===== config.mk =====
export PLATFORM = sky130hd
export DESIGN_NAME = mem_req_queue
export DESIGN_NICKNAME = d
export VERILOG_FILES = /design/src/rtl/mem_req_queue.sv
export SDC_FILE = /design/constraint.sdc
export NUM_CORES = 1
export LEC_CHECK = 0
export CORE_MARGIN = 3
export CORE_UTILIZATION = 58
export CTS_CLUSTER_SIZE = 24
export DETAILED_ROUTE_END_ITERATION = 6
export PLACE_DENSITY_LB_ADDON = 0.1
export SLEW_MARGIN = 25
export SYNTH_ARGS = -nofsm -noshare
export SYNTH_HDL_FRONTEND = slang
export SYNTH_SLANG_ARGS = --single-unit

===== constraint.sdc =====
create_clock -name clk -period 7.4 [get_ports clk]
set_clock_uncertainty 0.2 [all_clocks]
set_input_delay 0.74 -clock clk [delete_from_list [all_inputs] [get_ports clk]]
set_output_delay 0.74 -clock clk [all_outputs]
set_load 0.01 [all_outputs]

===== src/rtl/mem_req_queue.sv =====
// mem_req_queue: host request FIFO in front of the memory controller.
// Issues one request at a time on the mc_* pins, recognises completion from
// the controller's command output, and returns a response on a valid/ready
// channel. A watchdog converts a stalled request into an error response.
module mem_req_queue #(
  parameter int DEPTH   = 4,
  parameter int ADDR_W  = 16,
  parameter int DATA_W  = 32,
  parameter int TIMEOUT = 1023
) (
  input  logic                       clk,
  input  logic                       rst_n,
  input  logic                       req_valid,
  output logic                       req_ready,
  input  logic                       req_rnw,
  input  logic [ADDR_W-1:0]          req_addr,
  input  logic [DATA_W-1:0]          req_wdata,
  output logic                       rsp_valid,
  input  logic                       rsp_ready,
  output logic                       rsp_rnw,
  output logic [DATA_W-1:0]          rsp_rdata,
  output logic                       rsp_err,
  output logic                       mc_cmd_n,
  output logic                       mc_rdnwr,
  output logic [ADDR_W-1:0]          mc_addr,
  output logic [DATA_W-1:0]          mc_data_in,
  output logic                       mc_data_in_vld,
  input  logic [2:0]                 mc_command,
  input  logic [DATA_W-1:0]          mc_data_out,
  output logic [$clog2(DEPTH):0]     occupancy,
  output logic                       busy
);

  localparam int PTR_W = $clog2(DEPTH);
  localparam int OCC_W = PTR_W + 1;
  localparam int CNT_W = $clog2(TIMEOUT) + 1;
  localparam logic [OCC_W-1:0] DEPTH_C    = OCC_W'(DEPTH);
  localparam logic [CNT_W-1:0] TO_LAST    = CNT_W'(TIMEOUT - 1);
  localparam logic [2:0]       CMD_READ   = 3'b010;
  localparam logic [2:0]       CMD_WRITE  = 3'b011;

  typedef enum logic [1:0] {IDLE, ISSUE, RD_CAP, RSP} state_t;

  state_t               state_reg, state_next;
  logic [PTR_W-1:0]     wr_ptr_reg, rd_ptr_reg;
  logic [OCC_W-1:0]     occ_reg;
  logic [CNT_W-1:0]     to_cnt_reg;

  // Request storage: no reset needed, validity is tracked by the pointers.
  logic                 rnw_mem  [DEPTH];
  logic [ADDR_W-1:0]    addr_mem [DEPTH];
  logic [DATA_W-1:0]    data_mem [DEPTH];

  logic push, pop, enter_issue, wr_done, rd_done, timed_out, capture;
  logic head_rnw;
  logic [ADDR_W-1:0] head_addr;
  logic [DATA_W-1:0] head_wdata;

  assign req_ready = (occ_reg < DEPTH_C);
  assign push      = req_valid && req_ready;
  assign occupancy = occ_reg;
  assign busy      = (state_reg != IDLE) || (occ_reg != '0);

  // When leaving RSP with an empty FIFO and a push in the same cycle, the
  // new entry is not yet in storage, so take the head straight from the host.
  assign head_rnw   = (occ_reg == '0) ? req_rnw   : rnw_mem[rd_ptr_reg];
  assign head_addr  = (occ_reg == '0) ? req_addr  : addr_mem[rd_ptr_reg];
  assign head_wdata = (occ_reg == '0) ? req_wdata : data_mem[rd_ptr_reg];

  // Write accepted requests into the FIFO storage.
  always_ff @(posedge clk) begin
    if (push) begin
      rnw_mem[wr_ptr_reg]  <= req_rnw;
      addr_mem[wr_ptr_reg] <= req_addr;
      data_mem[wr_ptr_reg] <= req_wdata;
    end
  end

  // FIFO pointers and occupancy; pointers wrap naturally (DEPTH is 2^n).
  always_ff @(posedge clk or negedge rst_n) begin
    if (!rst_n) begin
      wr_ptr_reg <= '0;
      rd_ptr_reg <= '0;
      occ_reg    <= '0;
    end else begin
      if (push) wr_ptr_reg <= wr_ptr_reg + PTR_W'(1);
      if (pop)  rd_ptr_reg <= rd_ptr_reg + PTR_W'(1);
      case ({push, pop})
        2'b10:   occ_reg <= occ_reg + OCC_W'(1);
        2'b01:   occ_reg <= occ_reg - OCC_W'(1);
        default: occ_reg <= occ_reg;
      endcase
    end
  end

  // FSM state register.
  always_ff @(posedge clk or negedge rst_n) begin
    if (!rst_n) state_reg <= IDLE;
    else        state_reg <= state_next;
  end

  // FSM next-state logic; completion takes priority over the watchdog.
  always_comb begin
    state_next = state_reg;
    case (state_reg)
      IDLE:   if (occ_reg != '0) state_next = ISSUE;
      ISSUE: begin
        if (wr_done)        state_next = RSP;
        else if (rd_done)   state_next = RD_CAP;
        else if (timed_out) state_next = RSP;
      end
      RD_CAP: state_next = RSP;
      RSP:    if (rsp_ready) state_next = ((occ_reg != '0) || push) ? ISSUE : IDLE;
      default: state_next = IDLE;
    endcase
  end

  // FSM outputs: completion detection and datapath strobes.
  always_comb begin
    wr_done     = (state_reg == ISSUE) && !mc_rdnwr && (mc_command == CMD_WRITE);
    rd_done     = (state_reg == ISSUE) &&  mc_rdnwr && (mc_command == CMD_READ);
    timed_out   = (state_reg == ISSUE) && (to_cnt_reg == TO_LAST);
    pop         = wr_done || rd_done || timed_out;
    capture     = (state_reg == RD_CAP);
    enter_issue = (state_next == ISSUE) && (state_reg != ISSUE);
    rsp_valid   = (state_reg == RSP);
  end

  // Watchdog: counts cycles spent in ISSUE, restarting on each entry.
  always_ff @(posedge clk or negedge rst_n) begin
    if (!rst_n)                  to_cnt_reg <= '0;
    else if (state_reg != ISSUE) to_cnt_reg <= '0;
    else                         to_cnt_reg <= to_cnt_reg + CNT_W'(1);
  end

  // Controller pins: loaded from the head on ISSUE entry, held through ISSUE.
  always_ff @(posedge clk or negedge rst_n) begin
    if (!rst_n) begin
      mc_cmd_n       <= 1'b1;
      mc_rdnwr       <= 1'b0;
      mc_addr        <= '0;
      mc_data_in     <= '0;
      mc_data_in_vld <= 1'b0;
    end else if (enter_issue) begin
      mc_cmd_n       <= 1'b0;
      mc_rdnwr       <= head_rnw;
      mc_addr        <= head_addr;
      mc_data_in     <= head_wdata;
      mc_data_in_vld <= !head_rnw;
    end else if (state_next != ISSUE) begin
      mc_cmd_n       <= 1'b1;
      mc_data_in_vld <= 1'b0;
    end
  end

  // Response register: loaded on write/timeout completion or read capture.
  always_ff @(posedge clk or negedge rst_n) begin
    if (!rst_n) begin
      rsp_rnw   <= 1'b0;
      rsp_rdata <= '0;
      rsp_err   <= 1'b0;
    end else if (wr_done) begin
      rsp_rnw   <= 1'b0;
      rsp_rdata <= '0;
      rsp_err   <= 1'b0;
    end else if (timed_out && !rd_done) begin
      rsp_rnw   <= mc_rdnwr;
      rsp_rdata <= '0;
      rsp_err   <= 1'b1;
    end else if (capture) begin
      rsp_rnw   <= 1'b1;
      rsp_rdata <= mc_data_out;
      rsp_err   <= 1'b0;
    end
  end

endmodule

* Yosys cells after proc, flatten, opt, wreduce, memory -nomap -nowiden *
Memories as Yosys holds them, arrays and structs flattened.
Index checks and enable logic that the tools add are counted.

storage, ports and cells
  register bits after elaboration = 105
  memory bits (writable) = 196
  input bits = 88
  output and inout bits = 91
  logic and storage cells = 82
  memories kept = 3

memories
  memory    depth  width  read ports  clocked after Yosys merged registers in  write ports  RTL line  source
  data_mem  4      32     1           0                                        1            52        logic [DATA_W-1:0] data_mem [DEPTH];
  addr_mem  4      16     1           0                                        1            51        logic [ADDR_W-1:0] addr_mem [DEPTH];
  rnw_mem   4      1      1           0                                        1            50        logic rnw_mem [DEPTH];

operators by class
  add/sub/neg operators = 5
  $lt $le $gt $ge = 1
  equal/unequal tests = 11
  mux-type cells = 27
  reduce and logical (&&, ||, !) cells = 22

operators by type and width
  kind                                                                     count
  32-bit 2-to-1 mux                                                        4
  16-bit 2-to-1 mux                                                        1
  1-bit 2-to-1 mux                                                         14
  11-bit by 1-bit adder with 11-bit output, second input constant          1
  11-bit by 10-bit == test with 1-bit output, second input constant        1
  11-bit 2-to-1 mux                                                        1
  2-bit 2-to-1 mux                                                         5
  1-bit logical AND                                                        8
  2-bit one-hot mux with 4 select lines                                    1
  2-bit by 1-bit == test with 1-bit output, second input constant          3
  2-bit == test, second input constant                                     3
  3-bit by 2-bit == test with 1-bit output, second input constant          2
  3-bit one-hot mux with 2 select lines                                    1
  2-bit nonzero test                                                       3
  3-bit nonzero test                                                       2
  2-bit by 1-bit adder with 2-bit output, second input constant            2
  1-bit logical OR                                                         4
  2-bit by 1-bit inequality test with 1-bit output, second input constant  2
  3-bit by 1-bit adder with 3-bit output, second input constant            1
  1-bit zero test                                                          3
  3-bit zero test                                                          1
  3-bit < comparator, second input constant                                1
  3-bit by 1-bit subtractor with 3-bit output, second input constant       1
  2-bit zero test                                                          1

* Longest topological paths before layout *
  depth in word-level cells = 9
  mapped depth = 11
  depth with buffers taken out = 11

* Worst setup path after synthesis *
Ideal clock, no wire load.

  path type = in2reg
  from = input req_valid
  to = memory addr_mem[0][0] (enable)
  setup time = 0.412 ns
  data arrival time = 2.280 ns
  data required time = 6.788 ns
  path slack = 4.509 ns
  stages = 3
  buffers on the path = 1
  cell sequence = nor2b_1 clkbuf_1 and2_1

on the way
  word-level cells in the longest chain between the ends = 3

ends and longest elaborated chain
  element                                 RTL line  source
  start, declared                         13        input logic req_valid,
  1-bit logical AND                       60        assign push = req_valid && req_ready;
  1-bit 2-to-1 mux                        72        if (push) begin
  1-bit 2-to-1 mux (not written as such)  74        addr_mem[wr_ptr_reg] <= req_addr;
  end, declared                           51

No other way between the ends.

* Worst setup path after layout *
  from = register occ_reg[1], in the netlist occupancy[1]
  to = output busy

on the way
  word-level cells in the longest chain between the ends = 2

ends and longest elaborated chain
  element                 RTL line  source
  start, declared         46        logic [OCC_W-1:0] occ_reg;
  start signal, assigned  89        2'b10: occ_reg <= occ_reg + OCC_W'(1);
  start signal, assigned  90        2'b01: occ_reg <= occ_reg - OCC_W'(1);
  start signal, assigned  91        default: occ_reg <= occ_reg;
  3-bit nonzero test      62        assign busy = (state_reg != IDLE) || (occ_reg != '0);
  1-bit logical OR        62
  end, declared           31        output logic busy

No other way between the ends.

==> qor.yml <==
synth_top_flop_cell: "sky130_fd_sc_hd__edfxtp_1"
number_of_design_rule_violations_left_by_the_first_detailed_router_iteration: 571
final_weighted_congestion_in_routability_driven_placement: 0.7652
synth_most_common_cell: "sky130_fd_sc_hd__edfxtp_1"
first_global_vias: 7170
grt_pass1_wl_um: 39940
num_rows: 51
worst_slew_margin_rel_pct: 31.49
data_required_time_of_the_worst_path_ns: 6.46
syn-cell-area_sq_um: 11680
cts-htree-levels: 1
tritoncts_num_sinks: 301
yosys-top-cells-area: "sky130_fd_sc_hd__edfxtp_1, sky130_fd_sc_hd__dfrtp_1, sky130_fd_sc_hd__mux4_2, sky130_fd_sc_hd__nand2_1, sky130_fd_sc_hd__a31oi_1"
worst_r2r_path_depth: 9
tritoncts: "done"
wl_per_instance_um: 21.15
run_status: "complete, no violations"
leakagePower_uw: 0.005404
synth_nets: 820
layout.core_utilization_pct: 74.90
detailedPlacementHpwl_um: 14660
residual_drc_count: 0
setup-violations-final: 0
post_synth.cell_area_avg_sq_um: 16.13
vias_per_cell: 5.803
antenna_left: 0
dr.pass1.iters: 5
die_w_um: 147.9
total_power_uw: 5911
holdPathEnd: "rsp_rdata[30]"
cp.arrival_ns: 2.37
port_buffers: 178
worst_hold_startpoint: "rsp_rdata[30]"
drv_cap: 0
top_level_ports: 179
synth_top_cell_area_share_pct: 50.39
worst_r2r_endpoint: "occupancy[2]"
final-max-slew-violation-count: 0
hold_viol: 0
grt_max_degree: 99
buffer_levels_on_the_longest_clock_path: 3
async_flop_share_pct: 34.88
post_synthesis_register_bit_count: 301
ir_drop_mv: 0.2454
setup_repair_after_global_routing_missed_its_margin: "no"
p_per_area_nw_per_um2: 401.5
grt_usage_pct: 23.28
path_max_fanout: 49
cts.reportedPaths.clkPinSlew_ns: 0.07
path_class: "flip-flop to primary output"
synthesized_netlist_cell_count: 724
area_growth_pct: 26.03
top_regs: "data_mem: 128 flops, addr_mem: 64 flops"
largest_reg_flops: 128
dr_total_vias: 6934
timing.critical_path.to_type: "primary output"
yosys_warnings: 0
seq_power_share_pct: 42.4
min_period_over_period_pct: 44.73
synth_edf_count: 196
worst_skew_pair.late_latency_ns: 0.55
dpl_worst_slack_ns: 4.247
grt.overflow.total: 0
power_switching_share_pct: 30.52
tightest_hold_check_type: "flip-flop to flip-flop"
total_number_of_nets_in_the_final_design: 1001
number_of_antenna_violations_at_the_first_check_in_global_routing: 1
final.setup.worst_slack_ns: 4.090
wirelength_um: 25280
post-route-cell-area_sq_um: 14720
y_dimension_of_the_die_um: 147.9
critical_path.startpoint_type: "flip-flop"
netlist.top_cell.by_area: "sky130_fd_sc_hd__edfxtp_1"
numCtsBuffers: 30
clock-root-buffer: "sky130_fd_sc_hd__clkbuf_16"
setup_tns_after_final_layout_ns: 0
dpl-instance-area_sq_um: 13740
rrSetupSlack_ns: 4.45
netSwitchingPower_uw: 1804
synth_seq_area_share_pct: 72.90
top_register_by_number_of_flip_flops: "data_mem"
die-area_sq_um: 21880
max_clock_freq_ghz: 0.3021
worst-slew-pin-transition_ns: 1.028
synth_cell_types: 41
fin_crit_ns: 3.310
clockPowerShare_pct: 24.9
final_layout_size_suffix_gt1_share_pct: 13.35
internal_power_uw: 4106
synth.top_cells.by_count: "sky130_fd_sc_hd__edfxtp_1, sky130_fd_sc_hd__dfrtp_1, sky130_fd_sc_hd__nand2_1"
power_frac_comb_pct: 32.7
floorplan.core_area_sq_um: 19650
r2r-start: "state_reg[1]"
holdPathStages: 1
starting_utilization_of_the_core_area_pct: 59.43
## stage by stage
step / instances / hold WS, ns
2_1_floorplan: 724 / 0.2444
3_3_place_gp: 1135 / 0.2811
3_5_place_dp: 1137 / 0.2815
4_1_cts: 1194 / 0.3029
5_1_grt: 1195 / 0.3152
6_report: 1195 / 0.2988
## placed cells by master, fill, tap and decap left out, types with 2 or more instances in the layout
cell type	count
sky130_fd_sc_hd__a21oi_1	4
sky130_fd_sc_hd__a22o_1	32
sky130_fd_sc_hd__a31oi_1	49
sky130_fd_sc_hd__and2_2	4
sky130_fd_sc_hd__buf_4	10
sky130_fd_sc_hd__buf_6	2
sky130_fd_sc_hd__bufinv_16	3
sky130_fd_sc_hd__clkbuf_1	5
sky130_fd_sc_hd__clkbuf_16	30
sky130_fd_sc_hd__clkdlybuf4s50_1	177
sky130_fd_sc_hd__clkinv_1	4
sky130_fd_sc_hd__clkinv_2	12
sky130_fd_sc_hd__dfrtp_1	102
sky130_fd_sc_hd__edfxtp_1	196
sky130_fd_sc_hd__ha_1	7
sky130_fd_sc_hd__inv_1	11
sky130_fd_sc_hd__mux2i_1	3
sky130_fd_sc_hd__mux4_2	49
sky130_fd_sc_hd__nand2_1	100
sky130_fd_sc_hd__nand2b_1	2
sky130_fd_sc_hd__nand3_1	5
sky130_fd_sc_hd__nand4_1	4
sky130_fd_sc_hd__nor2_1	65
sky130_fd_sc_hd__nor2b_1	2
sky130_fd_sc_hd__nor3_1	3
sky130_fd_sc_hd__o21ai_0	5
sky130_fd_sc_hd__or3_1	2
sky130_fd_sc_hd__xnor2_1	9
sky130_fd_sc_hd__xor2_1	6
## per-layer routing
metal | routed length (um) | share of wire, % | vias to the layer above | track usage [%]
met5 | 0 | 0 | - | 0
met4 | 433 | 1.7 | 0 | 5.635
met3 | 2221 | 8.8 | 37 | 5.794
met2 | 12540 | 50 | 278 | 39.14
met1 | 10090 | 40 | 3523 | 31.30
li1 | - | - | 3096 | -
## power by group through the flow
stage	Combinational [uW]	Sequential [uW]	Clock [uW]
2_1_floorplan	1030	2550	0
3_3_place_gp	1820	2570	0
3_5_place_dp	1940	2540	0
4_1_cts	1960	2510	1500
5_1_grt	2110	2560	1570
6_report	1930	2510	1470
## worst max-delay path: stages (launching register included)
cell and delay [ns]:
sky130_fd_sc_hd__dfrtp_1 0.44, sky130_fd_sc_hd__nor3_2 0.19, sky130_fd_sc_hd__buf_4 0.58, sky130_fd_sc_hd__nand2_1 0.10, sky130_fd_sc_hd__clkdlybuf4s50_1 0.52
## layout make-up
| class | instances | area (sq um) |
|---|---|---|
| antenna | 1 | 2.502 |
| clock buffer | 36 | 783.3 |
| clock inverter | 20 | 181.4 |
| fill | 1242 | 4933 |
| inverter | 11 | 41.29 |
| multi-input combinational | 370 | 2954 |
| sequential | 301 | 8519 |
| tap | 265 | 331.6 |
| timing repair buffer | 191 | 1907 |
## worst max-delay path by stage
stage | startpoint | to | slack [ns] | cells after the start
2_1_floorplan | req_valid | addr_mem[0][0] | 4.51 | 3
4_1_cts | occupancy[1] | busy | 4.06 | 4
3_3_place_gp | mc_command[2] | rsp_rdata[10] | 4.29 | 5
6_report | occupancy[1] | busy | 4.09 | 4
3_5_place_dp | mc_command[2] | occupancy[2] | 4.25 | 10
5_1_grt | occupancy[1] | busy | 3.95 | 4
## what timing repair did
item	4_1_cts	5_1_grt
resized for setup	0	0
setup endpoints to repair	0	0
buffers inserted	0	0
hold endpoints to repair	26	0
hold buffers	1	0
## logic make-up (layout without fill, tap and decap cells)
| group | count (synthesis) | count (layout) | share of synthesized area [%] |
|---|---|---|---|
| xor+xnor | 15 | 15 | 1.125 |
| other cells | 0 | 1 | 0 |
| compound gates | 94 | 94 | 5.849 |
| buf+inv | 53 | 258 | 2.035 |
| fa+ha+maj | 8 | 8 | 0.9212 |
| flops | 301 | 301 | 72.90 |
| simple gates | 201 | 201 | 7.467 |
| mux | 52 | 52 | 9.705 |
Note: power is estimated with default switching activity, not from simulation.
